[config.mk]
export PLATFORM = sky130hd
export DESIGN_NAME = pcs_tx_ordered_set_gen_flat
export DESIGN_NICKNAME = d
export VERILOG_FILES = /design/src/rtl/pcs_8b10b_pkg.sv /design/src/rtl/pcs_tx_ordered_set_gen_if.sv /design/src/rtl/pcs_tx_ordered_set_gen.sv /design/src/flat_wrapper.sv
export SDC_FILE = /design/constraint.sdc
export NUM_CORES = 1
export LEC_CHECK = 0
export BUFFER_PORTS_ARGS = -buffer_cell sky130_fd_sc_hd__buf_2
export CORE_MARGIN = 2
export CORE_UTILIZATION = 55
export DETAILED_ROUTE_END_ITERATION = 8
export PLACE_DENSITY = 0.79
export SYNTH_ARGS = -nofsm -noshare
export SYNTH_HDL_FRONTEND = slang
export SYNTH_SLANG_ARGS = --single-unit
[constraint.sdc]
create_clock -name clk -period 5.85 [get_ports clk]
set_input_delay 1.17 -clock clk [delete_from_list [all_inputs] [get_ports clk]]
set_output_delay 1.17 -clock clk [all_outputs]
set_load 0.02 [all_outputs]
[src/rtl/pcs_8b10b_pkg.sv]
// Shared 8b/10b PCS definitions: code-group byte values, xmit modes and
// transmit sequencer states, used by the TX sequencer and the encoder.
package pcs_8b10b_pkg;

    localparam logic [7:0] K28_5 = 8'hBC;
    localparam logic [7:0] K27_7 = 8'hFB;  // /S/
    localparam logic [7:0] K29_7 = 8'hFD;  // /T/
    localparam logic [7:0] K23_7 = 8'hF7;  // /R/
    localparam logic [7:0] K30_7 = 8'hFE;  // /V/
    localparam logic [7:0] D5_6  = 8'hC5;
    localparam logic [7:0] D16_2 = 8'h50;
    localparam logic [7:0] D21_5 = 8'hB5;
    localparam logic [7:0] D2_2  = 8'h42;

    typedef enum logic [1:0] {
        XMIT_IDLE   = 2'd0,
        XMIT_CONFIG = 2'd1,
        XMIT_DATA   = 2'd2,
        XMIT_RSVD   = 2'd3
    } xmit_e;

    typedef enum logic [3:0] {
        IDLE_K, IDLE_D, CFG_K, CFG_D, CFG_LO, CFG_HI,
        SOP, DATA, EOP_T, EOP_R1, EOP_R2, DROP
    } tx_state_e;

    // The reserved encoding behaves exactly like IDLE.
    function automatic xmit_e xmit_norm(input logic [1:0] x);
        return (x == 2'd3) ? XMIT_IDLE : xmit_e'(x);
    endfunction

endpackage

[src/rtl/pcs_tx_ordered_set_gen_if.sv]
// GMII transmit side plus encoder-facing outputs of the PCS TX sequencer.
// master drives GMII/config/disparity, slave is the sequencer.
interface pcs_tx_ordered_set_gen_if;
    logic [1:0]  xmit;
    logic [15:0] cfg_reg;
    logic [7:0]  txd;
    logic        tx_en;
    logic        tx_er;
    logic        rd_in;
    logic        enc_enable;
    logic [7:0]  enc_data;
    logic        enc_is_k;
    logic        tx_even;
    logic        frame_active;
    logic        ipg_err;

    modport master (
        output xmit, cfg_reg, txd, tx_en, tx_er, rd_in,
        input  enc_enable, enc_data, enc_is_k, tx_even, frame_active, ipg_err
    );

    modport slave (
        input  xmit, cfg_reg, txd, tx_en, tx_er, rd_in,
        output enc_enable, enc_data, enc_is_k, tx_even, frame_active, ipg_err
    );
endinterface

[src/rtl/pcs_tx_ordered_set_gen.sv]
// PCS TX sequencer: idle/config ordered sets, frame delimiters, one code-group per clk.
// Latency: GMII byte to enc_data is 1 cycle (even-slot start) or 2 (odd-slot start).
// Backpressure: none; the encoder consumes every cycle, dropped frames pulse ipg_err.
module pcs_tx_ordered_set_gen
    import pcs_8b10b_pkg::*;
(
    input  logic                     clk,
    input  logic                     rst_n,
    pcs_tx_ordered_set_gen_if.slave  bus
);

    tx_state_e   r_state;
    xmit_e       r_mode;
    logic        r_cset;
    logic [15:0] r_cfg;
    logic        r_lat2;
    logic        r_drop;
    logic [7:0]  r_dly_dat;
    logic        r_dly_en;
    logic        r_dly_er;
    logic        r_enc_enable;
    logic [7:0]  r_enc_data;
    logic        r_enc_is_k;
    logic        r_tx_even;
    logic        r_frame_active;
    logic        r_ipg_err;

    xmit_e       w_xmit;
    logic        w_slot_even;
    logic        w_boundary;
    logic        w_src_en;
    logic        w_src_er;
    logic [7:0]  w_src_dat;
    logic        w_rise;
    logic        w_drop_hit;
    logic [7:0]  w_idle_d;

    assign w_xmit      = xmit_norm(bus.xmit);
    assign w_slot_even = ~r_tx_even;
    assign w_src_en    = r_lat2 ? r_dly_en  : bus.tx_en;
    assign w_src_er    = r_lat2 ? r_dly_er  : bus.tx_er;
    assign w_src_dat   = r_lat2 ? r_dly_dat : bus.txd;
    assign w_rise      = bus.tx_en & ~r_dly_en;
    assign w_idle_d    = bus.rd_in ? D5_6 : D16_2;

    // r_state names the code-group currently on the outputs; an even slot
    // following a completed set or frame end is where xmit is re-sampled.
    always_comb begin
        w_boundary = w_slot_even &&
                     (r_state inside {IDLE_K, IDLE_D, CFG_HI, EOP_R1, EOP_R2, DROP});
        w_drop_hit = w_rise &&
                     ((((r_state == SOP) || (r_state == DATA)) && !w_src_en) ||
                      (r_state == EOP_T) ||
                      ((r_state == EOP_R1) && !w_slot_even));
    end

    always_ff @(posedge clk or negedge rst_n) begin
        if (!rst_n) begin
            r_state        <= IDLE_K;
            r_mode         <= XMIT_IDLE;
            r_cset         <= 1'b0;
            r_cfg          <= 16'h0000;
            r_lat2         <= 1'b0;
            r_drop         <= 1'b0;
            r_dly_dat      <= 8'h00;
            r_dly_en       <= 1'b0;
            r_dly_er       <= 1'b0;
            r_enc_enable   <= 1'b0;
            r_enc_data     <= 8'h00;
            r_enc_is_k     <= 1'b0;
            r_tx_even      <= 1'b0;
            r_frame_active <= 1'b0;
            r_ipg_err      <= 1'b0;
        end else begin
            r_enc_enable <= 1'b1;
            r_tx_even    <= w_slot_even;
            r_dly_dat    <= bus.txd;
            r_dly_en     <= bus.tx_en;
            r_dly_er     <= bus.tx_er;
            r_ipg_err    <= w_drop_hit;
            r_drop       <= bus.tx_en & (r_drop | w_drop_hit);

            if (w_boundary) begin
                r_mode         <= w_xmit;
                r_enc_is_k     <= 1'b1;
                r_enc_data     <= K28_5;
                r_frame_active <= 1'b0;
                if (r_lat2) begin
                    r_mode         <= XMIT_DATA;
                    r_enc_data     <= K27_7;
                    r_frame_active <= 1'b1;
                    r_state        <= SOP;
                end else if (w_xmit == XMIT_CONFIG) begin
                    r_cfg   <= bus.cfg_reg;
                    r_state <= CFG_K;
                end else if ((w_xmit == XMIT_DATA) && bus.tx_en && !r_drop) begin
                    r_enc_data     <= K27_7;
                    r_frame_active <= 1'b1;
                    r_state        <= SOP;
                end else if ((w_xmit == XMIT_DATA) && bus.tx_en) begin
                    r_state <= DROP;
                end else begin
                    r_state <= IDLE_K;
                end
            end else begin
                case (r_state)
                    IDLE_K, DROP: begin
                        r_enc_data     <= w_idle_d;
                        r_enc_is_k     <= 1'b0;
                        r_frame_active <= 1'b0;
                        r_state        <= (r_state == DROP) ? DROP : IDLE_D;
                        // Start seen on an odd slot: /S/ goes out next, fed from the delay stage.
                        if ((r_state == IDLE_K) && (r_mode == XMIT_DATA) && bus.tx_en && !r_drop)
                            r_lat2 <= 1'b1;
                    end
                    CFG_K: begin
                        r_enc_data <= r_cset ? D2_2 : D21_5;
                        r_enc_is_k <= 1'b0;
                        r_state    <= CFG_D;
                    end
                    CFG_D: begin
                        r_enc_data <= r_cfg[7:0];
                        r_enc_is_k <= 1'b0;
                        r_state    <= CFG_LO;
                    end
                    CFG_LO: begin
                        r_enc_data <= r_cfg[15:8];
                        r_enc_is_k <= 1'b0;
                        r_cset     <= ~r_cset;
                        r_state    <= CFG_HI;
                    end
                    SOP, DATA: begin
                        r_frame_active <= 1'b1;
                        if (w_src_en) begin
                            r_enc_data <= w_src_er ? K30_7 : w_src_dat;
                            r_enc_is_k <= w_src_er;
                            r_state    <= DATA;
                        end else begin
                            r_enc_data <= K29_7;
                            r_enc_is_k <= 1'b1;
                            r_lat2     <= 1'b0;
                            r_state    <= EOP_T;
                        end
                    end
                    EOP_T, EOP_R1: begin
                        r_enc_data     <= K23_7;
                        r_enc_is_k     <= 1'b1;
                        r_frame_active <= 1'b0;
                        r_state        <= (r_state == EOP_T) ? EOP_R1 : EOP_R2;
                    end
                    default: begin
                        r_enc_data     <= K28_5;
                        r_enc_is_k     <= 1'b1;
                        r_frame_active <= 1'b0;
                        r_state        <= IDLE_K;
                    end
                endcase
            end
        end
    end

    assign bus.enc_enable   = r_enc_enable;
    assign bus.enc_data     = r_enc_data;
    assign bus.enc_is_k     = r_enc_is_k;
    assign bus.tx_even      = r_tx_even;
    assign bus.frame_active = r_frame_active;
    assign bus.ipg_err      = r_ipg_err;

endmodule

[src/flat_wrapper.sv]
// flat-port wrapper written by rule: the top's interface ports become plain ports
module pcs_tx_ordered_set_gen_flat import pcs_8b10b_pkg::*;
  (clk, rst_n, bus_xmit, bus_cfg_reg, bus_txd, bus_tx_en, bus_tx_er, bus_rd_in, bus_enc_enable, bus_enc_data, bus_enc_is_k, bus_tx_even, bus_frame_active, bus_ipg_err);
  pcs_tx_ordered_set_gen_if bus_i ();
  input  logic clk;
  input  logic rst_n;
  input wire logic [$bits(bus_i.xmit)-1:0] bus_xmit;
  input wire logic [$bits(bus_i.cfg_reg)-1:0] bus_cfg_reg;
  input wire logic [$bits(bus_i.txd)-1:0] bus_txd;
  input wire logic [$bits(bus_i.tx_en)-1:0] bus_tx_en;
  input wire logic [$bits(bus_i.tx_er)-1:0] bus_tx_er;
  input wire logic [$bits(bus_i.rd_in)-1:0] bus_rd_in;
  output wire logic [$bits(bus_i.enc_enable)-1:0] bus_enc_enable;
  output wire logic [$bits(bus_i.enc_data)-1:0] bus_enc_data;
  output wire logic [$bits(bus_i.enc_is_k)-1:0] bus_enc_is_k;
  output wire logic [$bits(bus_i.tx_even)-1:0] bus_tx_even;
  output wire logic [$bits(bus_i.frame_active)-1:0] bus_frame_active;
  output wire logic [$bits(bus_i.ipg_err)-1:0] bus_ipg_err;
  assign bus_i.xmit = bus_xmit;
  assign bus_i.cfg_reg = bus_cfg_reg;
  assign bus_i.txd = bus_txd;
  assign bus_i.tx_en = bus_tx_en;
  assign bus_i.tx_er = bus_tx_er;
  assign bus_i.rd_in = bus_rd_in;
  assign bus_enc_enable = bus_i.enc_enable;
  assign bus_enc_data = bus_i.enc_data;
  assign bus_enc_is_k = bus_i.enc_is_k;
  assign bus_tx_even = bus_i.tx_even;
  assign bus_frame_active = bus_i.frame_active;
  assign bus_ipg_err = bus_i.ipg_err;
  pcs_tx_ordered_set_gen u_core (.clk(clk), .rst_n(rst_n), .bus(bus_i));
endmodule
==> metrics.md <==
| Metric | Value |
|---|---|
| Run status | `finished, final reports clean` |
| Vias per Instance | `5.99` |
| Max stage delay on crit path | `0.83 ns` |
| Post-synth ARST share | `100%` |
| IO Port Bufs | `43` |
| Die extent in x | `67.8 µm` |
| Final Routed Wirelength | `4.89 mm` |
| Post-layout util | `64.2%` |
| Max FO, Critical Path | `22` |
| Post-Syn Instances | `205` |
| Antenna Violating Nets Remaining | `0` |
| DRC Markers | `0` |
| Standard-cell rows | `23` |
| Die Footprint | `4590 µm²` |
| Initial antenna violation count | `0` |
| Clk pin slew, worst setup/hold paths | `0.09 ns` |
| Total power | `1.24 mW` |
| IO Pins | `44` |
| Number of synthesized flops with an enable pin | `0` |
| Initial Util | `56.7%` |
| Syn nets | `236` |
| Prevailing post-synth register cell | `dfrtp_1` |
| Die height | `67.8 µm` |
| Worst slew pin tran | `1.02 ns` |
| Largest net degree at the start of global routing | `49` |
| LEAKAGE | `1.16 nW` |
| Syn-to-layout area delta | `13.2%` |
| CTS resizes | `0` |
| CP endpoint kind | `flop` |
| Wire per inst | `16.7 µm` |
| CTS max path bufs | `2` |
| CP Cell Sequence | `nor2b_1 -> a2111oi_0 -> o21ai_0 -> a21boi_0` |
| Max Clk Rate | `364 MHz` |
| Crit path kind | `flop to flop` |
| Unique masters post-synth | `45` |
| CP max-delay cell | `a2111oi_0` |
| Grt ovf | `0` |
| Number of synthesized register bits | `48` |
| Clock skew | `0.0101 ns` |
| Clk_lat worst skew | `0.30 ns` |
| Core Area | `3940 µm²` |
| First-pass GRT wire length | `7.48 mm` |
| Pre-CTS setup slack | `3.15 ns` |
| Power per cell area | `491 nW/µm²` |
| Final Critical Period | `2.74 ns` |
| Via Count | `1756` |
| Slew headroom | `32.0%` |
| TritonCTS clock tree | `built` |
| H-Tree Depth | `2` |
| CP required | `6.02 ns` |
| Final hold vios | `0` |
| Initial drt markers | `158` |
| Number of setup buffers added after CTS | `0` |
| Worst Hold Class | `flop to flop` |
| Max-Cap Viols | `0` |
| Crit path arrival time | `2.91 ns` |
| Max Slew Vio Count | `0` |
| Final Wtd Congestion | `0.897` |
| Avg Cell Area, Syn | `10.9 µm²` |
| Nets | `273` |
| Detailed Place HPWL | `3.44 mm` |
| Vias in the first global route | `1564` |
| RSZ-0062 raised after global routing | `no` |
| Root buffer cell | `clkbuf_8` |
| CTS Sinks | `48` |
| Tcrit/Tclk final | `46.9%` |
| Diodes inserted | `0` |
| Final setup vio count | `0` |
| Hold-fix buffer count after cts | `0` |
| CP Launch Type | `flop` |
| Seq/Total Area, Yosys | `53.7%` |
| Cell Area, Synth | `2240 µm²` |
| Max VDD drop | `0.238 mV` |
| Gr usage total | `22.9%` |
| CTS Buf Count | `5` |
| Ys Warns | `0` |
| Layout cell share with drive strength beyond 1 | `24.7%` |
| First-pass DRT Iterations | `5` |
| Setup WS post-layout | `3.11 ns` |
| Final TNS setup | `0 ns` |
[power breakdown]
part	internal, mW	switching (mW)
clock	0.0960	0.102
sequential	0.449	0.122
combinational	0.211	0.261
total	0.756	0.485
[cell families (layout without fill, tap and decap cells)]
group,count (synthesis),after routing,synth area share [%]
simple gates,57,57,12.9
compound gates,55,55,16.6
flops,48,48,53.7
mux,24,24,11.8
buf+inv,19,57,4.48
other cells,1,1,0.168
xor+xnor,1,1,0.392
[synthesized netlist by cell type, types with 3 or more instances]
library cell  count  share of area (%)
inv_1             6                1.0
clkbuf_1          7                1.2
a21oi_1          13                2.9
o21bai_1          3                1.0
a211oi_1          3                1.0
o211ai_1          3                1.0
mux2_1            9                4.5
nor3_1            7                1.6
nand2_1          10                1.7
dfrtp_1          48                 54
a221oi_1          3                1.2
nor2b_1           6                1.7
and2_1            4                1.1
mux2i_1           5                2.2
nand2b_1          5                1.4
nor2_1           15                2.5
o21ai_0          11                2.5
mux2_2           10                5.0
a22oi_1           4                1.3
[worst max-delay path: cells and delay by family (launching register included)]
kind               cells  cell delay, ns
AOI/OAI and AO/OA      3            1.69
DFF                    1            0.74
and+or+nand+nor        1            0.20
[worst paths after layout]
path                              startpoint                 endpoint  slack (ns)  depth (start not counted)
setup reg to reg           u_core.r_state[3]   u_core.bus.enc_data[2]        3.11                          4
hold / removal              u_core.r_mode[0]         u_core.r_mode[0]        0.48                          1
min in group asynchronous              rst_n  u_core.bus.frame_active        1.05                          1
max in group asynchronous              rst_n          u_core.r_cfg[2]        4.17                          1
setup / recovery           u_core.r_state[3]   u_core.bus.enc_data[2]        3.11                          4
hold reg to reg             u_core.r_mode[0]         u_core.r_mode[0]        0.48                          1
[routing by layer]
layer  wire length, µm  global-route usage, %
met5                 0                      0
met4                88                   12.2
met2              2190                   32.4
met3               417                   5.00
met1              2190                   32.6
[metrics by stage]
step	std cells	cell area [µm²]	hold slack, ns
floorplan	205	2240	0.438
global placement	285	2440	0.468
detailed placement	285	2440	0.469
CTS	293	2530	0.488
global route	293	2530	0.500
finish	293	2530	0.484
[registers in the layout, summed over array words and instances, names as in the netlist]
| name | flops |
|---|---|
| u_core.r_cset | 1 |
| u_core.r_cfg | 16 |
| u_core.bus.enc_data | 8 |
| u_core.r_dly_en | 1 |
| u_core.bus.ipg_err | 1 |
| u_core.r_drop | 1 |
| u_core.bus.frame_active | 1 |
| u_core.bus.tx_even | 1 |
| u_core.bus.enc_enable | 1 |
| u_core.r_dly_dat | 8 |
| u_core.r_state | 4 |
| u_core.bus.enc_is_k | 1 |
| u_core.r_mode | 2 |
| u_core.r_dly_er | 1 |
| u_core.r_lat2 | 1 |
[cell type report]
cell class                 instances  area [µm²]
fill                             338        1410
sequential                        48        1200
multi-input combinational        138         935
timing repair buffer              43         215
clock buffer                       7        86.3
tap                               50        62.6
inverter                           6        22.5
clock inverter                     1        7.51
[cell usage in the layout, fill, tap and decap left out, drive strengths merged, types with 2 or more instances in the layout]
master and count:
a21oi 13, a22oi 4, dfrtp 48, nand2 10, nand3 2, a211oi 3
o211ai 3, mux2 19, clkbuf 7, buf 43, nand2b 5, and3 2
nor2b 6, o22ai 2, nor3 7, mux2i 5, nor2 15, a221oi 3
inv 6, a21o 2, and2 5, o21ai 11, o21bai 3, a222oi 2
Power figures use the tool's default switching activity.
